--- src/rtl/wdomain_full_ctrl.sv ---
// Write-domain pointer and full-flag controller for the asynchronous FIFO.
// Keeps binary/Gray write pointers, drives the memory write port, and derives
// full, fill level, almost_full and a sticky overflow flag from the read
// pointer synchronised into wclk.
module wdomain_full_ctrl #(
  parameter int unsigned DATASIZE  = 8,
  parameter int unsigned ADDRSIZE  = 4,
  parameter int unsigned AF_THRESH = 12
) (
  input  logic                wclk,
  input  logic                w_rst,
  input  logic                winc,
  input  logic [ADDRSIZE:0]   s_rptr,
  input  logic                ovf_clr,
  output logic                full,
  output logic                almost_full,
  output logic                overflow,
  output logic                wen,
  output logic [ADDRSIZE-1:0] waddr,
  output logic [ADDRSIZE:0]   wptr,
  output logic [ADDRSIZE:0]   wlevel
);

  localparam int unsigned PW = ADDRSIZE + 1;

  // Elaboration-time parameter sanity checks
  if (ADDRSIZE < 2) begin : g_bad_addrsize
    $error("wdomain_full_ctrl: ADDRSIZE must be >= 2");
  end
  if (DATASIZE < 1) begin : g_bad_datasize
    $error("wdomain_full_ctrl: DATASIZE must be >= 1");
  end
  if ((AF_THRESH < 1) || (AF_THRESH > (1 << ADDRSIZE))) begin : g_bad_afthresh
    $error("wdomain_full_ctrl: AF_THRESH out of range");
  end

  logic [PW-1:0] wbin_q, wbin_d;
  logic [PW-1:0] wptr_q, wptr_d;
  logic [PW-1:0] wlevel_q, wlevel_d;
  logic          full_q, full_d;
  logic          af_q, af_d;
  logic          ovf_q, ovf_d;

  logic [PW-1:0] wbnext;
  logic [PW-1:0] wgnext;
  logic [PW-1:0] rbin_s;
  logic [PW-1:0] full_cmp;
  logic [PW-1:0] level_next;
  logic          wen_int;

  // Gray-to-binary of the synchronised read pointer (prefix XOR from MSB)
  always_comb begin
    rbin_s         = '0;
    rbin_s[PW-1]   = s_rptr[PW-1];
    for (int i = int'(PW) - 2; i >= 0; i--) begin
      rbin_s[i] = rbin_s[i+1] ^ s_rptr[i];
    end
  end

  // Next-pointer, full compare, level and sticky overflow computation
  always_comb begin
    wen_int    = winc & ~full_q;
    wbnext     = wbin_q + PW'(wen_int);
    wgnext     = (wbnext >> 1) ^ wbnext;
    full_cmp   = {~s_rptr[PW-1:PW-2], s_rptr[PW-3:0]};
    level_next = wbnext - rbin_s;

    wbin_d   = wbnext;
    wptr_d   = wgnext;
    full_d   = (wgnext == full_cmp);
    wlevel_d = level_next;
    af_d     = (level_next >= PW'(AF_THRESH));
    // Set has priority over clear when both happen in the same cycle
    ovf_d    = (winc & full_q) | (ovf_q & ~ovf_clr);
  end

  // State registers, cleared asynchronously by w_rst
  always_ff @(posedge wclk or posedge w_rst) begin
    if (w_rst) begin
      wbin_q   <= '0;
      wptr_q   <= '0;
      wlevel_q <= '0;
      full_q   <= 1'b0;
      af_q     <= 1'b0;
      ovf_q    <= 1'b0;
    end else begin
      wbin_q   <= wbin_d;
      wptr_q   <= wptr_d;
      wlevel_q <= wlevel_d;
      full_q   <= full_d;
      af_q     <= af_d;
      ovf_q    <= ovf_d;
    end
  end

  // Memory write port is combinational from the registered pointer
  assign wen         = wen_int;
  assign waddr       = wbin_q[ADDRSIZE-1:0];
  assign wptr        = wptr_q;
  assign wlevel      = wlevel_q;
  assign full        = full_q;
  assign almost_full = af_q;
  assign overflow    = ovf_q;

endmodule

--- config.mk ---
export PLATFORM = sky130hd
export DESIGN_NAME = wdomain_full_ctrl
export DESIGN_NICKNAME = d
export VERILOG_FILES = /design/src/rtl/wdomain_full_ctrl.sv
export SDC_FILE = /design/constraint.sdc
export NUM_CORES = 1
export LEC_CHECK = 0
export CORE_MARGIN = 1
export CORE_UTILIZATION = 30
export DETAILED_ROUTE_END_ITERATION = 7
export PLACE_DENSITY = 0.58
export SETUP_SLACK_MARGIN = 0.1
export SLEW_MARGIN = 25
export SYNTH_ARGS = -nofsm -noshare
export SYNTH_HDL_FRONTEND = slang
export SYNTH_SLANG_ARGS = --single-unit
--- constraint.sdc ---
create_clock -name wclk -period 3.7 [get_ports wclk]
set_input_delay 0.555 -clock wclk [delete_from_list [all_inputs] [get_ports wclk]]
set_output_delay 0.555 -clock wclk [all_outputs]
set_load 0.1 [all_outputs]
# Yosys cells after proc, flatten, opt, wreduce, memory -nomap -nowiden
# Cells that the tools add are included.
# word_totals
regBits	18
inputBits	9
out_inout_bits	18
elab_cells	22
# classes
n_addsub	2
order_cmp	1
eq_ne	1
n_bitwise	12
# op_table
op	count
$add A5 B1 Y5	1
$eq A5 B5 Y1	1
$ge A5 B4 Y1 const B	1
$sub A5 B5 Y5	1
$xor A4 B5 Y5	1
$xor A1 B1 Y1	4
$and A1 B1 Y1	3
$not A1 Y1	2
$not A2 Y2	1
$or A1 B1 Y1	1

# Depth between registers and ports, before layout
# Gate-level depths: netlist of run 1.
# logic_depth
ltp_word	6
ltp_mapped	10
ltp_nobuf	10

# Worst setup path after synthesis of run 1
# No wires, ideal clock.
# synth_path
kind	flip-flop to flip-flop
from	register full_q (netlist: full)
to	register af_q (netlist: almost_full)
setup_time_ps	138
arrival_ps	4416
t_required_ps	3562
setup_slack_ps	-855
stages_incl_launch_ff	10
path_buffers	0
period_less_slack_ps	4555
cell_sequence	dfrtp_1 > nor2b_1 > ha_1 > ha_1 > xor2_2 > ha_1 > nor2b_1 > o21ai_1 > and3_1 > or4b_1
# synth_via
elab_chain_cells	5
# synth_rtl
item	line_no	source
start, declared	40	logic full_q, full_d;
start signal, assigned	90	full_q <= full_d;
$not A1 Y1	62	wen_int = winc & ~full_q;
$and A1 B1 Y1	62	
named net wen	18	output logic wen,
$add A5 B1 Y5	63	wbnext = wbin_q + PW'(wen_int);
named net wbin_d[2]	37	logic [PW-1:0] wbin_q, wbin_d;
$sub A5 B5 Y5	66	level_next = wbnext - rbin_s;
$ge A5 B4 Y1	72	af_d = (level_next >= PW'(AF_THRESH));
named net af_d	41	logic af_q, af_d;
end signal, assigned	84	af_q <= 1'b0;
end signal, assigned	91	af_q <= af_d;
end, declared	41	
# The timed path passes the listed nets, and every way through them passes these cells.

# Worst setup path after layout of run 1
# layout_path
from	input s_rptr[4]
to	register af_q (netlist: almost_full)
# layout_via
elab_chain_cells	6
# layout_rtl
item	line_no	source
start, declared	13	input logic [ADDRSIZE:0] s_rptr,
$xor A1 B1 Y1 (4 in series)	56	rbin_s[i] = rbin_s[i+1] ^ s_rptr[i];
$sub A5 B5 Y5 *	66	
$ge A5 B4 Y1 *	72	
named net af_d	41	
# The timed path passes the listed nets; every way through them passes the cells marked *.

==> results of run 1 <==
[synthesized netlist by cell type (2+ instances only)]
library cell  count
a21oi_1           2
xnor2_2           2
nand3_1           4
xor2_2            2
nor2b_1           2
ha_1              6
nand2_1           3
inv_1            10
xor2_1            6
xnor2_1          12
dfrtp_1          17
[state kept, by name (all words and copies together) (netlist names)]
register,count
wbin_q,5
overflow,1
almost_full,1
wptr,4
wlevel,5
full,1
[logic make-up (layout without fill, tap and decap cells)]
family	count (synthesis)	in the layout	synth area share
compound gates	9	9	0.0706
xor+xnor	22	22	0.233
fa+ha+maj	7	7	0.0993
buf+inv	11	43	0.0444
flops	17	17	0.444
mux	1	1	0.0105
simple gates	16	16	0.0981
[layer usage]
layer	share of wire	routed length [um]	vias up
met5	0	0	-
met2	0.48	884	15
met4	0.013	23	0
li1	-	-	336
met1	0.45	831	316
met3	0.049	90	2
[stage by stage]
stage,std cells,util,hold slack (ns)
global route,159,0.437,0.618
CTS,159,0.437,0.580
floorplan,83,-,0.481
global placement,155,0.428,0.532
detailed placement,155,0.428,0.557
finish,159,0.437,0.562
[worst register-to-register path, stage by stage, from the launching register on]
cell and delay, ns:
dfrtp_2 0.44, nor2b_4 0.12, ha_1 0.24, ha_1 0.36
xor2_2 0.12, ha_1 0.40, nor2b_1 0.16, o21ai_1 0.08
and3_1 0.20, or4b_1 0.49
[cell type report]
type / count / area share
repair buffers: 29 / 0.212
well taps: 44 / 0.0416
multi-input cells: 55 / 0.376
flip-flops and latches: 17 / 0.323
clock buffers: 4 / 0.0199
inverters: 10 / 0.0284
[how the worst max path moves through the flow]
stage	start	end	slack [ns]	depth (start not counted)
floorplan	full	almost_full	0.32	9
global route	s_rptr[4]	almost_full	0.11	11
global placement	s_rptr[4]	almost_full	0.1	11
detailed placement	s_rptr[4]	almost_full	0.001	11
CTS	s_rptr[4]	almost_full	0.33	11
finish	s_rptr[4]	almost_full	0.34	11
==> impl_metrics.toml, run 1 <==
[drt]
post-route-drc-count = 0
drtIter0Drc = 13
viasPerCell = 4.21
ant_nets = 0
dr_total_vias = 669
routed_wl_um = 1830
drt_pass1_iterations = 4
post_drt_wl_per_cell_um = 11.5

[cts]
root_buffer = "clkbuf_4"
h-tree-depth = 1
numCtsBuffers = 3
insertion_delay_ns = 0.29
post_cts_buffers = 0
cts.path.max_buffers = 2
post_cts_resized = 0
cts_sinks = 17
postCtsHoldBufs = 0
clkTransAtPathRegs_ns = 0.10
cts_tree = "done"

[global_routing]
first_global_vias = 678
gr-usage-met3 = 0.0286
antenna_found_initial = 0
grt_use_met1 = 0.159
met2_usage = 0.199
busiest_layer = "met2"
grt_pass1_wl_um = 3130
grt_overflow = 0
grt_start_max_net_pins = 18
grt_usage = 0.126

[placement]
hpwl_um = 1450
dpl_cell_area_um2 = 1300
dp_slack_ns = 0.00135
portBuffers = 26
gp_congestion = 0.741

[worst_setup_path]
cp_cell_sequence = "clkdlybuf4s50_1, xnor2_1, xor2_1, xor2_1, xnor2_1, ha_1, fa_1, nor2b_1, o21ai_1, and3_1, or4b_1"
critPathSlowestCell = "fa_1"
r2r-end = "almost_full"
cp.required_ns = 3.87
end_kind = "flip-flop"
rrSetupSlack_ns = 0.99
critPathBufInv = 1
reg2reg_from = "full"
arrival_ns = 3.54
r2r_cells = 9
cpPeakStageDelay_ns = 0.49
critical_path_class = "input port to flip-flop"
critPathTopFamily = "XOR/XNOR gates"
startpoint_type = "input port"
cp_max_fo = 5

[final_layout]
fillCellCount = 290
insertedDiodeCount = 0
nNetsFinal = 132
layout_commonest_cell = "clkdlybuf4s50_1"
fin_area_um2 = 1320
final-seq-area_um2 = 427
multi_input_area_um2 = 497
mostFrequentLayoutCells = "clkdlybuf4s50_1, dfrtp_1, xnor2_1"
syn_to_final_growth_pct = 38.2
drive_gt1_frac = 0.139

[die]
dieArea_um2 = 3420
rows = 20
start_util = 0.316
die_y_um = 58.5
core-area_um2 = 3030
die_w_um = 58.5
io_pins = 27

[synth]
synthTopCellsByArea = "dfrtp_1, xnor2_1, ha_1"
syn_nets = 99
synth_area_um2 = 957
synth_top_cell_by_area = "dfrtp_1"
synth_edf_count = 0
synthCells = 83
synthArstFlopShare = 1.00
syn_area_per_cell_um2 = 11.5
synth_cell_types = 28
synth-seq-cells = 17
yosysWarnings = 0
synth-main-ff-cell = "dfrtp_1"
synth_top_area_share = 0.444
yosysSeqAreaShare = 0.444

[timing]
period_minus_slack_ns = 3.36
drv_slew = 0
post-route-period-util = 0.909
fmax_ghz = 0.297
worstMarginPinSlew_ns = 0.968
maxSlewHeadroom = 0.353
finalSetupViolCount = 0
rsz0062_at_grt = "no"
tns_ns = 0
finalClockSkew_ns = 0.00219
hold_viol_final = 0
fin_ws_ns = 0.336

[run]
drv_cap = 0

[worst_hold_path]
hold_path.startpoint = "overflow"
hold_end = "overflow"
hp-class = "flip-flop to flip-flop"
holdPathStages = 2

[run_status]
status = "complete, no violations"
Power of run 1 is not shown: default switching activity piles up to over one toggle a cycle in this logic, so the estimate is an artifact.
==> inputs of run 2 (changes only) <==
Settings changed: CORE_MARGIN 1 to 2.
==> run 2 against run 1 <==
Clock skew is 0.0014 ns higher. Cell count stayed put. Critical endpoint unchanged. Final area hardly changed. Flip-flop and latch count stayed put. Wire length is 2.2% higher. Die area is 7.0% higher. Highest routed layer unchanged. First-iteration DRC count is 7.7% higher. Fmax is 1.9% higher. Worst setup slack better by 0.064 ns. Global-route usage is 0.84 points lower.
==> impl_metrics.toml, run 2 (synthesized netlist as in run 1, its figures left out) <==
[global_routing]
grt_overflow = 0
first_global_vias = 651
grt_usage = 0.118
grt_start_max_net_pins = 18
grt_pass1_wl_um = 3060
antenna_found_initial = 0

[drt]
post_drt_wl_per_cell_um = 11.8
drtIter0Drc = 14
ant_nets = 0
viasPerCell = 4.24
dr_total_vias = 674
post-route-drc-count = 0
drt_pass1_iterations = 4
routed_wl_um = 1870

[worst_hold_path]
hp-class = "flip-flop to flip-flop"
holdPathStages = 2
hold_end = "overflow"
hold_path.startpoint = "overflow"

[cts]
cts_sinks = 17
root_buffer = "clkbuf_4"
numCtsBuffers = 3
clkTransAtPathRegs_ns = 0.10
insertion_delay_ns = 0.29
cts.path.max_buffers = 2
post_cts_resized = 0
cts_tree = "done"
postCtsHoldBufs = 0
h-tree-depth = 1
post_cts_buffers = 0

[timing]
worstMarginPinSlew_ns = 0.976
drv_slew = 0
fmax_ghz = 0.303
maxSlewHeadroom = 0.348
finalSetupViolCount = 0
post-route-period-util = 0.892
tns_ns = 0
rsz0062_at_grt = "no"
period_minus_slack_ns = 3.30
hold_viol_final = 0
finalClockSkew_ns = 0.00362

[run]
drv_cap = 0

[worst_setup_path]
cp.required_ns = 3.86
crit_start = "s_rptr[4]"
r2r_cells = 9
reg2reg_from = "full"
r2r-end = "almost_full"
critical_path_class = "input port to flip-flop"
end_kind = "flip-flop"
arrival_ns = 3.46
rrSetupSlack_ns = 0.96
cp_max_fo = 5
startpoint_type = "input port"

[die]
rows = 20
die_y_um = 60.5
core-area_um2 = 3050
io_pins = 27
start_util = 0.314
dieArea_um2 = 3660
die_w_um = 60.5

[final_layout]
nNetsFinal = 132
layout_commonest_cell = "clkdlybuf4s50_1"
fin_area_um2 = 1320
fillCellCount = 311
mostFrequentLayoutCells = "clkdlybuf4s50_1, dfrtp_1, xnor2_1"
insertedDiodeCount = 0
syn_to_final_growth_pct = 38.3
drive_gt1_frac = 0.148

[placement]
gp_congestion = 0.747
dpl_cell_area_um2 = 1300
hpwl_um = 1520
portBuffers = 26

[run_status]
status = "complete, no violations"
## run 2: area by class of cell
type / instances / area, um^2 / share of cell area
tap: 44 / 55.1 / 0.0416
clock inverter: 1 / 5.00 / 0.00378
inverter: 10 / 37.5 / 0.0284
timing repair buffer: 29 / 280 / 0.212
clock buffer: 3 / 22.5 / 0.0170
multi-input combinational: 55 / 497 / 0.375
sequential: 17 / 427 / 0.322
## run 2: worst max path at each step
stage | to | slack [ns]
global route | almost_full | 0.19
finish | almost_full | 0.40
detailed placement | almost_full | 0.06
global placement | almost_full | 0.13
floorplan | almost_full | 0.32
CTS | almost_full | 0.39
## run 2: routing by layer
| layer | share of wire | track usage |
|---|---|---|
| met1 | 0.47 | 0.152 |
| met2 | 0.45 | 0.177 |
| met3 | 0.066 | 0.0533 |
| met4 | 0.013 | 0.0373 |
| met5 | 0 | 0 |
## run 2: metrics by stage
step | hold WS [ns] | utilization | cells | worst slack [ns]
global placement | 0.527 | 0.425 | 155 | 0.125
floorplan | 0.481 | - | 83 | 0.323
finish | 0.545 | 0.434 | 159 | 0.400
global route | 0.580 | 0.434 | 159 | 0.194
CTS | 0.552 | 0.434 | 159 | 0.387
detailed placement | 0.533 | 0.425 | 155 | 0.0597
## run 2: worst max-delay path, stage by stage
cell and delay (ns):
clkdlybuf4s50_1 0.47, xnor2_1 0.26, xor2_1 0.24, xor2_1 0.23, xnor2_1 0.09, ha_1 0.21, fa_1 0.49, nor2b_1 0.15
o21ai_1 0.08, and3_1 0.19, or4b_1 0.50
Power of run 2 is left out for the same reason.
==> inputs of run 3 (changes only) <==
Settings changed: ABC_CLOCK_PERIOD_IN_PS from default to 3700, CORE_UTILIZATION 30 to 45, PLACE_DENSITY 0.58 to 0.8.
==> run 3 against run 2 <==
First-iteration DRC count fell by 86%. Cell count fell by 12%. Utilization rose by 23 points. Hold slack improved by 0.012 ns. Via count rose by 1.6%. Highest routed layer unchanged. Die area fell by 31%. Flip-flop and latch count did not move. Worst setup slack got worse by 0.061 ns.
==> impl_metrics.toml, run 3 (synthesized netlist as in run 1, its figures left out) <==
[run_status]
status = "complete, no violations"

[worst_setup_path]
cpPeakStageDelay_ns = 0.50
critPathTopFamily = "simple AND/OR/NAND/NOR gates"
cpMostUsedCell = "xor2_2"
startpoint_type = "input port"
cp_max_fo = 5
cp_cell_sequence = "clkdlybuf4s50_1, xnor2_2, xor2_2, xor2_2, xnor2_1, ha_1, fa_1, nor2b_1, o21ai_1, and3_1, or4b_1"
arrival_ns = 3.53
end_kind = "flip-flop"
critPathSlowestCell = "clkdlybuf4s50_1"
critPathBufInv = 1
critical_path_class = "input port to flip-flop"
cp.required_ns = 3.87

[final_layout]
layout_commonest_cell = "clkdlybuf4s50_1"
drive_gt1_frac = 0.159
multi_input_area_um2 = 519
syn_to_final_growth_pct = 36.9
final-seq-area_um2 = 427
fin_area_um2 = 1310
final_util = 0.661
nNetsFinal = 130
fillCellCount = 158
mostFrequentLayoutCells = "clkdlybuf4s50_1, dfrtp_1, xnor2_1"
insertedDiodeCount = 0

[timing]
drv_slew = 0
finalSetupViolCount = 0
maxSlewHeadroom = 0.337
fmax_ghz = 0.298
tns_ns = 0
post-route-period-util = 0.908
worstMarginPinSlew_ns = 0.992
period_minus_slack_ns = 3.36
rsz0062_at_grt = "no"
hold_viol_final = 0
finalClockSkew_ns = 0.0144

[placement]
gp_congestion = 0.725
dpl_cell_area_um2 = 1250
portBuffers = 26
hpwl_um = 1360

[drt]
dr_total_vias = 685
post-route-drc-count = 0
post_drt_wl_per_cell_um = 12.1
routed_wl_um = 1700
viasPerCell = 4.89
ant_nets = 0
drtIter0Drc = 2
drt_pass1_iterations = 3

[die]
start_util = 0.483
die_y_um = 50.1
io_pins = 27
rows = 16
dieArea_um2 = 2510
die_w_um = 50.1
core-area_um2 = 1980

[cts]
clkTransAtPathRegs_ns = 0.11
postCtsHoldBufs = 0
h-tree-depth = 1
cts_tree = "done"
insertion_delay_ns = 0.29
cts.path.max_buffers = 2
root_buffer = "clkbuf_4"
numCtsBuffers = 3
cts_sinks = 17

[global_routing]
first_global_vias = 720
grt_overflow = 0
antenna_found_initial = 0
grt_start_max_net_pins = 18
grt_pass1_wl_um = 3120
grt_usage = 0.163

[run]
drv_cap = 0

[worst_hold_path]
hp-class = "flip-flop to flip-flop"
==> run 3: cell types whose count changed in the layout (fill, tap and decap cells not counted), sizes merged <==
cell  previous run  this run
buf              4         2
==> run 3: metrics by stage <==
step                      hold WS (ns)  cells  worst slack, ns
final                            0.557    140            0.339
after detailed placement         0.543    135          -0.0654
after global placement           0.528    135           0.0763
after global routing             0.594    140           0.0851
after CTS                        0.561    139            0.237
after floorplan                  0.481     83            0.323
==> run 3: worst min-delay path: cells and delay by family (launching register included) <==
family                 cells  cell delay [ns]
AO/OA/AOI/OAI              1             0.08
buffers and inverters      1             0.05
flip-flops                 1             0.40
==> run 3: repair_timing <==
action | CTS | global route
setup endpoints to repair | 0 | 1
resized for setup | 0 | 3
buffers inserted | 0 | 1
==> run 3: layout make-up <==
type / instances / area share
inverters: 10 / 0.0287
clock inverters: 1 / 0.00382
multi-input cells: 55 / 0.396
flip-flops and latches: 17 / 0.326
repair buffers: 27 / 0.202
clock buffers: 3 / 0.0172
well taps: 27 / 0.0258
==> run 3: metal layers <==
metal,GRT usage,share of wire,vias to the layer above
met5,0,0,-
met4,0.0556,0.016,0
met3,0.0364,0.049,4
met2,0.283,0.50,16
met1,0.195,0.43,336
li1,-,-,329
==> run 3: worst paths after layout <==
check,from,end,slack (ns),cells after the start
max in group asynchronous,w_rst,full,2.63,2
worst max-delay path,s_rptr[4],almost_full,0.34,11
min in group asynchronous,w_rst,overflow,0.63,2
worst max register to register,full,almost_full,0.86,9
worst min-delay path,overflow,overflow,0.56,2
worst min register to register,overflow,overflow,0.56,2
Power of run 3 is left out for the same reason.
